## src/rtl/debug_pkg.sv

```systemverilog
// Shared definitions for the debug panel: view modes, derived widths and
// the active-low 7-segment code table (segment a in bit 0, g in bit 6).
package debug_pkg;

   typedef enum logic [1:0] {
      MODE_MANUAL     = 2'b00,
      MODE_AUTO       = 2'b01,
      MODE_FREEZE     = 2'b10,
      MODE_MANUAL_ALT = 2'b11
   } mode_t;

   function automatic int cur_w(input int n_words);
      return (n_words > 1) ? $clog2(n_words) : 1;
   endfunction

   function automatic int bsel_w(input int word_w);
      return ($clog2(word_w / 8) > 1) ? $clog2(word_w / 8) : 1;
   endfunction

   function automatic int digits(input int word_w);
      return word_w / 4;
   endfunction

   function automatic logic [6:0] seg7(input logic [3:0] d);
      case (d)
         4'h0: return 7'h40;
         4'h1: return 7'h79;
         4'h2: return 7'h24;
         4'h3: return 7'h30;
         4'h4: return 7'h19;
         4'h5: return 7'h12;
         4'h6: return 7'h02;
         4'h7: return 7'h78;
         4'h8: return 7'h00;
         4'h9: return 7'h10;
         4'hA: return 7'h08;
         4'hB: return 7'h03;
         4'hC: return 7'h46;
         4'hD: return 7'h21;
         4'hE: return 7'h06;
         default: return 7'h0E;
      endcase
   endfunction

endpackage

```

## src/rtl/button_debounce.sv

```systemverilog
// Active-low push-button: 2-flop synchroniser, debouncer and a one-cycle
// pulse on each accepted press.
module button_debounce #(
   parameter int unsigned DEBOUNCE_CYCLES = 250000
) (
   input  logic clock,
   input  logic resetn,
   input  logic btn_n,
   output logic press
);

   localparam int unsigned CNT_W = (DEBOUNCE_CYCLES > 1) ? $clog2(DEBOUNCE_CYCLES) : 1;
   localparam logic [CNT_W-1:0] CNT_LAST = CNT_W'(DEBOUNCE_CYCLES - 1);

   logic             sync_a, sync_b, level, armed;
   logic [CNT_W-1:0] cnt;
   logic             target, accept;

   // Until a stable release is seen after reset, only a high level counts,
   // so a button held through reset never yields a press.
   always_comb begin
      target = armed ? ~level : 1'b1;
      accept = (sync_b == target) && (cnt == CNT_LAST);
   end

   always_ff @(posedge clock or negedge resetn) begin
      if (!resetn) begin
         sync_a <= 1'b1;
         sync_b <= 1'b1;
         level  <= 1'b1;
         armed  <= 1'b0;
         cnt    <= '0;
         press  <= 1'b0;
      end else begin
         sync_a <= btn_n;
         sync_b <= sync_a;
         press  <= 1'b0;
         if (sync_b != target) begin
            cnt <= '0;
         end else if (accept) begin
            cnt   <= '0;
            armed <= 1'b1;
            if (armed) begin
               level <= sync_b;
               press <= ~sync_b;
            end
         end else begin
            cnt <= cnt + 1'b1;
         end
      end
   end

endmodule

```

## src/rtl/hex_decoder.sv

```systemverilog
// One hex digit to its active-low 7-segment pattern.
module hex_decoder
   import debug_pkg::*;
(
   input  logic [3:0] digit,
   output logic [6:0] seg_n
);

   always_comb seg_n = seg7(digit);

endmodule

```

## src/rtl/debug_panel.sv

```systemverilog
// Switch register plus a cursor-driven viewer over a bus of probe words,
// with manual, auto-scroll and freeze modes and 7-segment output.
module debug_panel
   import debug_pkg::*;
#(
   parameter int unsigned WORD_W          = 16,
   parameter int unsigned N_WORDS         = 32,
   parameter int unsigned DEBOUNCE_CYCLES = 250000,
   parameter int unsigned SCROLL_PERIOD   = 50000000,
   localparam int unsigned CUR_W          = cur_w(N_WORDS),
   localparam int unsigned BSEL_W         = bsel_w(WORD_W),
   localparam int unsigned DIGITS         = digits(WORD_W)
) (
   input  logic                      clock,
   input  logic                      resetn,
   input  logic [7:0]                sw,
   input  logic [BSEL_W-1:0]         byte_sel,
   input  logic                      btn_load,
   input  logic                      btn_next,
   input  logic                      btn_prev,
   input  logic [1:0]                mode,
   input  logic [N_WORDS*WORD_W-1:0] probe,
   output logic [WORD_W-1:0]         switch_word,
   output logic [CUR_W-1:0]          cursor,
   output logic [WORD_W-1:0]         view_word,
   output logic [7*DIGITS-1:0]       hex_word,
   output logic [13:0]               hex_cursor,
   output logic                      frozen,
   output logic                      nonzero
);

   localparam int unsigned SC_W = (SCROLL_PERIOD > 1) ? $clog2(SCROLL_PERIOD) : 1;
   localparam logic [SC_W-1:0]  SC_LAST  = SC_W'(SCROLL_PERIOD - 1);
   localparam logic [CUR_W-1:0] CUR_LAST = CUR_W'(N_WORDS - 1);

   logic                      load_p, next_p, prev_p;
   logic [N_WORDS*WORD_W-1:0] snapshot;
   logic [SC_W-1:0]           scroll_cnt, scroll_nxt;
   logic [CUR_W-1:0]          cursor_nxt, cur_inc, cur_dec;
   logic [WORD_W-1:0]         sw_nxt, live_sel, snap_sel;
   logic [7:0]                cur_ext;
   logic                      auto_on, freeze_on, scroll_tc;
   mode_t                     mode_v;

   button_debounce #(.DEBOUNCE_CYCLES(DEBOUNCE_CYCLES)) u_db_load (
      .clock(clock), .resetn(resetn), .btn_n(btn_load), .press(load_p));
   button_debounce #(.DEBOUNCE_CYCLES(DEBOUNCE_CYCLES)) u_db_next (
      .clock(clock), .resetn(resetn), .btn_n(btn_next), .press(next_p));
   button_debounce #(.DEBOUNCE_CYCLES(DEBOUNCE_CYCLES)) u_db_prev (
      .clock(clock), .resetn(resetn), .btn_n(btn_prev), .press(prev_p));

   always_comb begin
      mode_v    = mode_t'(mode);
      auto_on   = (mode_v == MODE_AUTO);
      freeze_on = (mode_v == MODE_FREEZE);
      scroll_tc = auto_on && (scroll_cnt == SC_LAST);
      cur_inc   = (cursor == CUR_LAST) ? '0 : cursor + 1'b1;
      cur_dec   = (cursor == '0) ? CUR_LAST : cursor - 1'b1;

      // Buttons take priority over the scroll step and restart its count.
      cursor_nxt = cursor;
      if (next_p && !prev_p)      cursor_nxt = cur_inc;
      else if (prev_p && !next_p) cursor_nxt = cur_dec;
      else if (!next_p && !prev_p && scroll_tc) cursor_nxt = cur_inc;

      if (!auto_on || next_p || prev_p || scroll_tc) scroll_nxt = '0;
      else                                           scroll_nxt = scroll_cnt + 1'b1;

      sw_nxt = switch_word;
      if (load_p) begin
         for (int unsigned b = 0; b < WORD_W / 8; b++) begin
            if (32'(byte_sel) == b) sw_nxt[b*8 +: 8] = sw;
         end
      end

      live_sel = '0;
      snap_sel = '0;
      for (int unsigned k = 0; k < N_WORDS; k++) begin
         if (cursor == CUR_W'(k)) begin
            live_sel = probe[k*WORD_W +: WORD_W];
            snap_sel = snapshot[k*WORD_W +: WORD_W];
         end
      end

      cur_ext = '0;
      cur_ext[CUR_W-1:0] = cursor;
   end

   always_ff @(posedge clock or negedge resetn) begin
      if (!resetn) begin
         switch_word <= '0;
         cursor      <= '0;
         view_word   <= '0;
         snapshot    <= '0;
         scroll_cnt  <= '0;
         frozen      <= 1'b0;
      end else begin
         switch_word <= sw_nxt;
         cursor      <= cursor_nxt;
         scroll_cnt  <= scroll_nxt;
         frozen      <= freeze_on;
         view_word   <= frozen ? snap_sel : live_sel;
         if (freeze_on && !frozen) snapshot <= probe;
      end
   end

   assign nonzero = |switch_word;

   for (genvar g = 0; g < DIGITS; g++) begin : g_hex_word
      hex_decoder u_hex (.digit(view_word[4*g +: 4]), .seg_n(hex_word[7*g +: 7]));
   end

   hex_decoder u_hex_cur_lo (.digit(cur_ext[3:0]), .seg_n(hex_cursor[6:0]));
   hex_decoder u_hex_cur_hi (.digit(cur_ext[7:4]), .seg_n(hex_cursor[13:7]));

endmodule

```

## config.mk

```make
export PLATFORM = sky130hd
export DESIGN_NAME = debug_panel
export DESIGN_NICKNAME = d
export VERILOG_FILES = /design/src/rtl/debug_pkg.sv /design/src/rtl/button_debounce.sv /design/src/rtl/hex_decoder.sv /design/src/rtl/debug_panel.sv
export SDC_FILE = /design/constraint.sdc
export NUM_CORES = 1
export LEC_CHECK = 0
export ABC_AREA = 0
export CAP_MARGIN = 20
export CORE_MARGIN = 4
export CORE_UTILIZATION = 28
export CTS_BUF_LIST = sky130_fd_sc_hd__clkbuf_4 sky130_fd_sc_hd__clkbuf_8 sky130_fd_sc_hd__clkbuf_16
export CTS_CLUSTER_SIZE = 40
export DETAILED_ROUTE_END_ITERATION = 16
export HOLD_SLACK_MARGIN = 0.05
export MAX_ROUTING_LAYER = met4
export PLACE_DENSITY = 0.47
export SLEW_MARGIN = 10
export SYNTH_ARGS = -nofsm -noshare
export SYNTH_HDL_FRONTEND = slang
export SYNTH_HIERARCHICAL = 1
export SYNTH_SLANG_ARGS = --single-unit
```

## constraint.sdc

```tcl
create_clock -name clock -period 8.7 [get_ports clock]
set_input_delay 1.305 -clock clock [delete_from_list [all_inputs] [get_ports clock]]
set_output_delay 1.305 -clock clock [all_outputs]
set_load 0.005 [all_outputs]
```

==> reports/metrics.yaml <==
antenna_found_initial: 41
cts.repair.resized: 0
synth-main-ff-cell: "dfrtp_1"
setup_viol: 0
total_power_uw: 8690
row_count: 130
hold_viol_final: 0
crit_family: "compound AO/OA/AOI/OAI gates"
nets: 4415
die_w_um: 365
crit_buf_inv: 2
maxSlewHeadroom: 0.0148
layout_setup_ws_ns: 3.33
tightest_slew_ns: 1.48
track_usage: 0.257
r2r_end: "view_word[10]"
synth_seq_area_share: 0.452
hold_class: "register to register"
grt_pass1_vias: 31500
hpwl_um: 135000
ir_drop_mv: 0.141
drive_gt1_frac: 0.214
place_congestion: 1.03
reg2reg_depth: 10
route.detailed.drc: 0
port_buffers: 605
cp_common_cell: "buf_4"
yosys_warnings: 6
finalSetupTns_ns: 0
slew_viol_final: 0
overflow: 0
critPathMaxFanout: 31
cts_setup_buffers: 0
async_reset_ff_frac: 1.00
clock_path_buffers: 3
drtPass1Iterations: 9
max_freq_mhz: 186
fp.dieArea_um2: 133000
seq_area_um2: 16200
powerDensity_nw_per_um2: 187
yosysUniqueCellTypes: 92
leakagePower_uw: 0.0182
fillers: 12700
clock_skew_ns: 0.0263
dr_total_vias: 31700
clkSinkCount: 645
slowest_delay_ns: 1.00
numCtsBuffers: 83
min_to: "u_db_load/sync_b"
ys_ff_latch: 645
synthCells: 3327
vias_per_cell: 5.68
maxCapViolations: 0
routed_wirelength_um: 174000
r2r_slack_ns: 3.33
clkTransAtPathRegs_ns: 0.06
whs_path_depth: 0
synth-edff-count: 0
clockRootBuffer: "clkbuf_16"
syn_to_final_growth_pct: 29.8
worstPathRequired_ns: 9.21
drtAntennaViolNets: 0
crit_type: "register to register"
utilization: 0.367
cts_tree: "done"
grt_first_pass_wirelength_um: 239000
clk_latency_ns: 0.67
ios: 609
rsz0062_at_grt: "no"
path_cells: "ha_2 -> buf_4 -> or3_4 -> nor2_2 -> buf_4 -> a221o_1 -> nor4_1 -> o21ai_0 -> a221oi_1 -> o32ai_1"
htreeDepth: 3
arrival_ns: 5.88
worstSetupStartpointType: "register"
start_util: 0.283
dp_slack_ns: 3.55
die_h_um: 365
reg2reg_from: "cursor[0]"
synth_area_um2: 35700
multi_input_area_um2: 18200
core-area_um2: 126000
syn_area_per_cell_um2: 10.7
end_kind: "register"
drtIter0Drc: 3328
crit_slowest_cell: "nor4_1"
min-delay-start: "u_db_load/sync_a"
period_share: 0.618
wl_per_cell_um: 31.2
holdBufCountCts: 0
fin_crit_ns: 5.37
outcome: "complete, no violations"
finalHoldWorstSlack_ns: 0.355
grt_max_degree: 181
## cells by family after synthesis
| kind of cell | count (synthesis) | share of synthesized area |
|---|---|---|
| AOI/OAI and AO/OA | 801 | 0.165 |
| xor gates and xnor gates | 67 | 0.0164 |
| adders and majority gates | 56 | 0.0196 |
| buffers and inverters | 328 | 0.0408 |
| DFF | 645 | 0.452 |
| muxes | 570 | 0.181 |
| other | 1 | 0.000105 |
| and+or+nand+nor | 859 | 0.125 |
## synth_stat cells, types with 11 or more instances
cell,instances,area (um2)
nand4_1,45,282
nor4_1,49,307
inv_1,64,240
a22oi_1,15,113
or3_1,18,113
a211oi_1,43,323
o221ai_1,40,350
a221oi_1,45,394
and3_1,33,206
a22o_1,21,184
nor3_1,99,495
dfrtp_1,636,15900
xnor2_1,47,412
a32o_1,11,110
clkbuf_1,160,601
nand2_1,162,608
o32ai_1,23,201
a221o_1,78,781
o22ai_1,103,644
o2111ai_1,11,96.3
xor2_1,20,175
buf_2,68,340
nand3_1,61,305
buf_6,15,169
a21oi_1,120,601
a32oi_1,20,175
o211ai_1,30,225
mux2i_1,30,300
ha_1,56,701
a211o_1,16,140
nand2b_1,19,119
o22a_1,17,149
buf_1,12,45.0
nor2_1,251,942
o21ai_0,111,556
mux2_2,534,6010
## through the flow
| stage | cell area [um2] | std cells |
|---|---|---|
| floorplan | 35800 | 3336 |
| CTS | 46300 | 5546 |
| detailed placement | 43300 | 5394 |
| global placement | 43300 | 5392 |
| global route | 46400 | 5574 |
| finish | 46400 | 5577 |
## per-layer routing
metal / vias up / part of all wire / track usage
met2: 1457 / 0.47 / 0.410
met1: 16200 / 0.41 / 0.323
met4: 0 / 0.043 / 0.0987
met3: 307 / 0.074 / 0.0503
li1: 13700 / - / -
met5: - / 0 / -
## power by group
part / leakage (uW) / internal, uW / switching [uW]
Combinational: 0.00896 / 710 / 530
Clock: 0.00148 / 2270 / 1460
Sequential: 0.00780 / 3440 / 282
## registers in the layout, summed over array words and instances, names as in the netlist, 5 cells and up
signal / flops
cursor: 5
scroll_cnt: 26
snapshot: 512
switch_word: 16
u_db_load/cnt: 18
u_db_next/cnt: 18
u_db_prev/cnt: 18
view_word: 16
## cell type report
class | count | area share
Clock inverter | 26 | 0.00702
Tap cell | 1650 | 0.0445
Sequential cell | 645 | 0.349
Clock buffer | 126 | 0.0566
Timing Repair Buffer | 673 | 0.143
Multi-Input combinational cell | 2363 | 0.393
Inverter | 65 | 0.00526
Antenna cell | 29 | 0.00157
## how the worst max path moves through the flow
stage | start | end | slack (ns) | depth (start not counted)
floorplan | cursor[0] | view_word[15] | 5.33 | 15
global placement | cursor[0] | view_word[3] | 3.66 | 9
detailed placement | cursor[0] | view_word[10] | 3.55 | 10
CTS | cursor[0] | view_word[10] | 3.56 | 10
global route | cursor[0] | view_word[1] | 3.30 | 9
finish | cursor[0] | view_word[10] | 3.33 | 10
## layout by cell type, fill, tap and decap left out, types with 23 or more instances in the layout
cell	instances
clkbuf_16	87
mux2_2	534
o211ai_1	30
a221oi_1	45
mux2i_1	30
o21ai_0	111
clkbuf_8	25
dfrtp_1	632
buf_4	59
nand3_1	61
clkdlybuf4s50_1	604
nor3_1	99
o32ai_1	23
o22ai_1	103
inv_1	64
diode_2	29
nor4_1	49
nand4_1	45
xnor2_1	47
a221o_1	78
o221ai_1	40
nand2_1	162
ha_1	52
a21oi_1	120
nor2_1	248
a211oi_1	43
and3_1	33
## worst reg2reg max path: cells and delay by family (launching register included)
| kind | cells | cell delay [ns] |
|---|---|---|
| AND/OR/NAND/NOR | 3 | 1.53 |
| AO/OA/AOI/OAI | 4 | 1.62 |
| flip-flops | 1 | 0.66 |
| buffers and inverters | 2 | 0.75 |
| adder cells (fa/ha/maj) | 1 | 0.67 |
No activity file was read; power rests on OpenSTA's default activity.
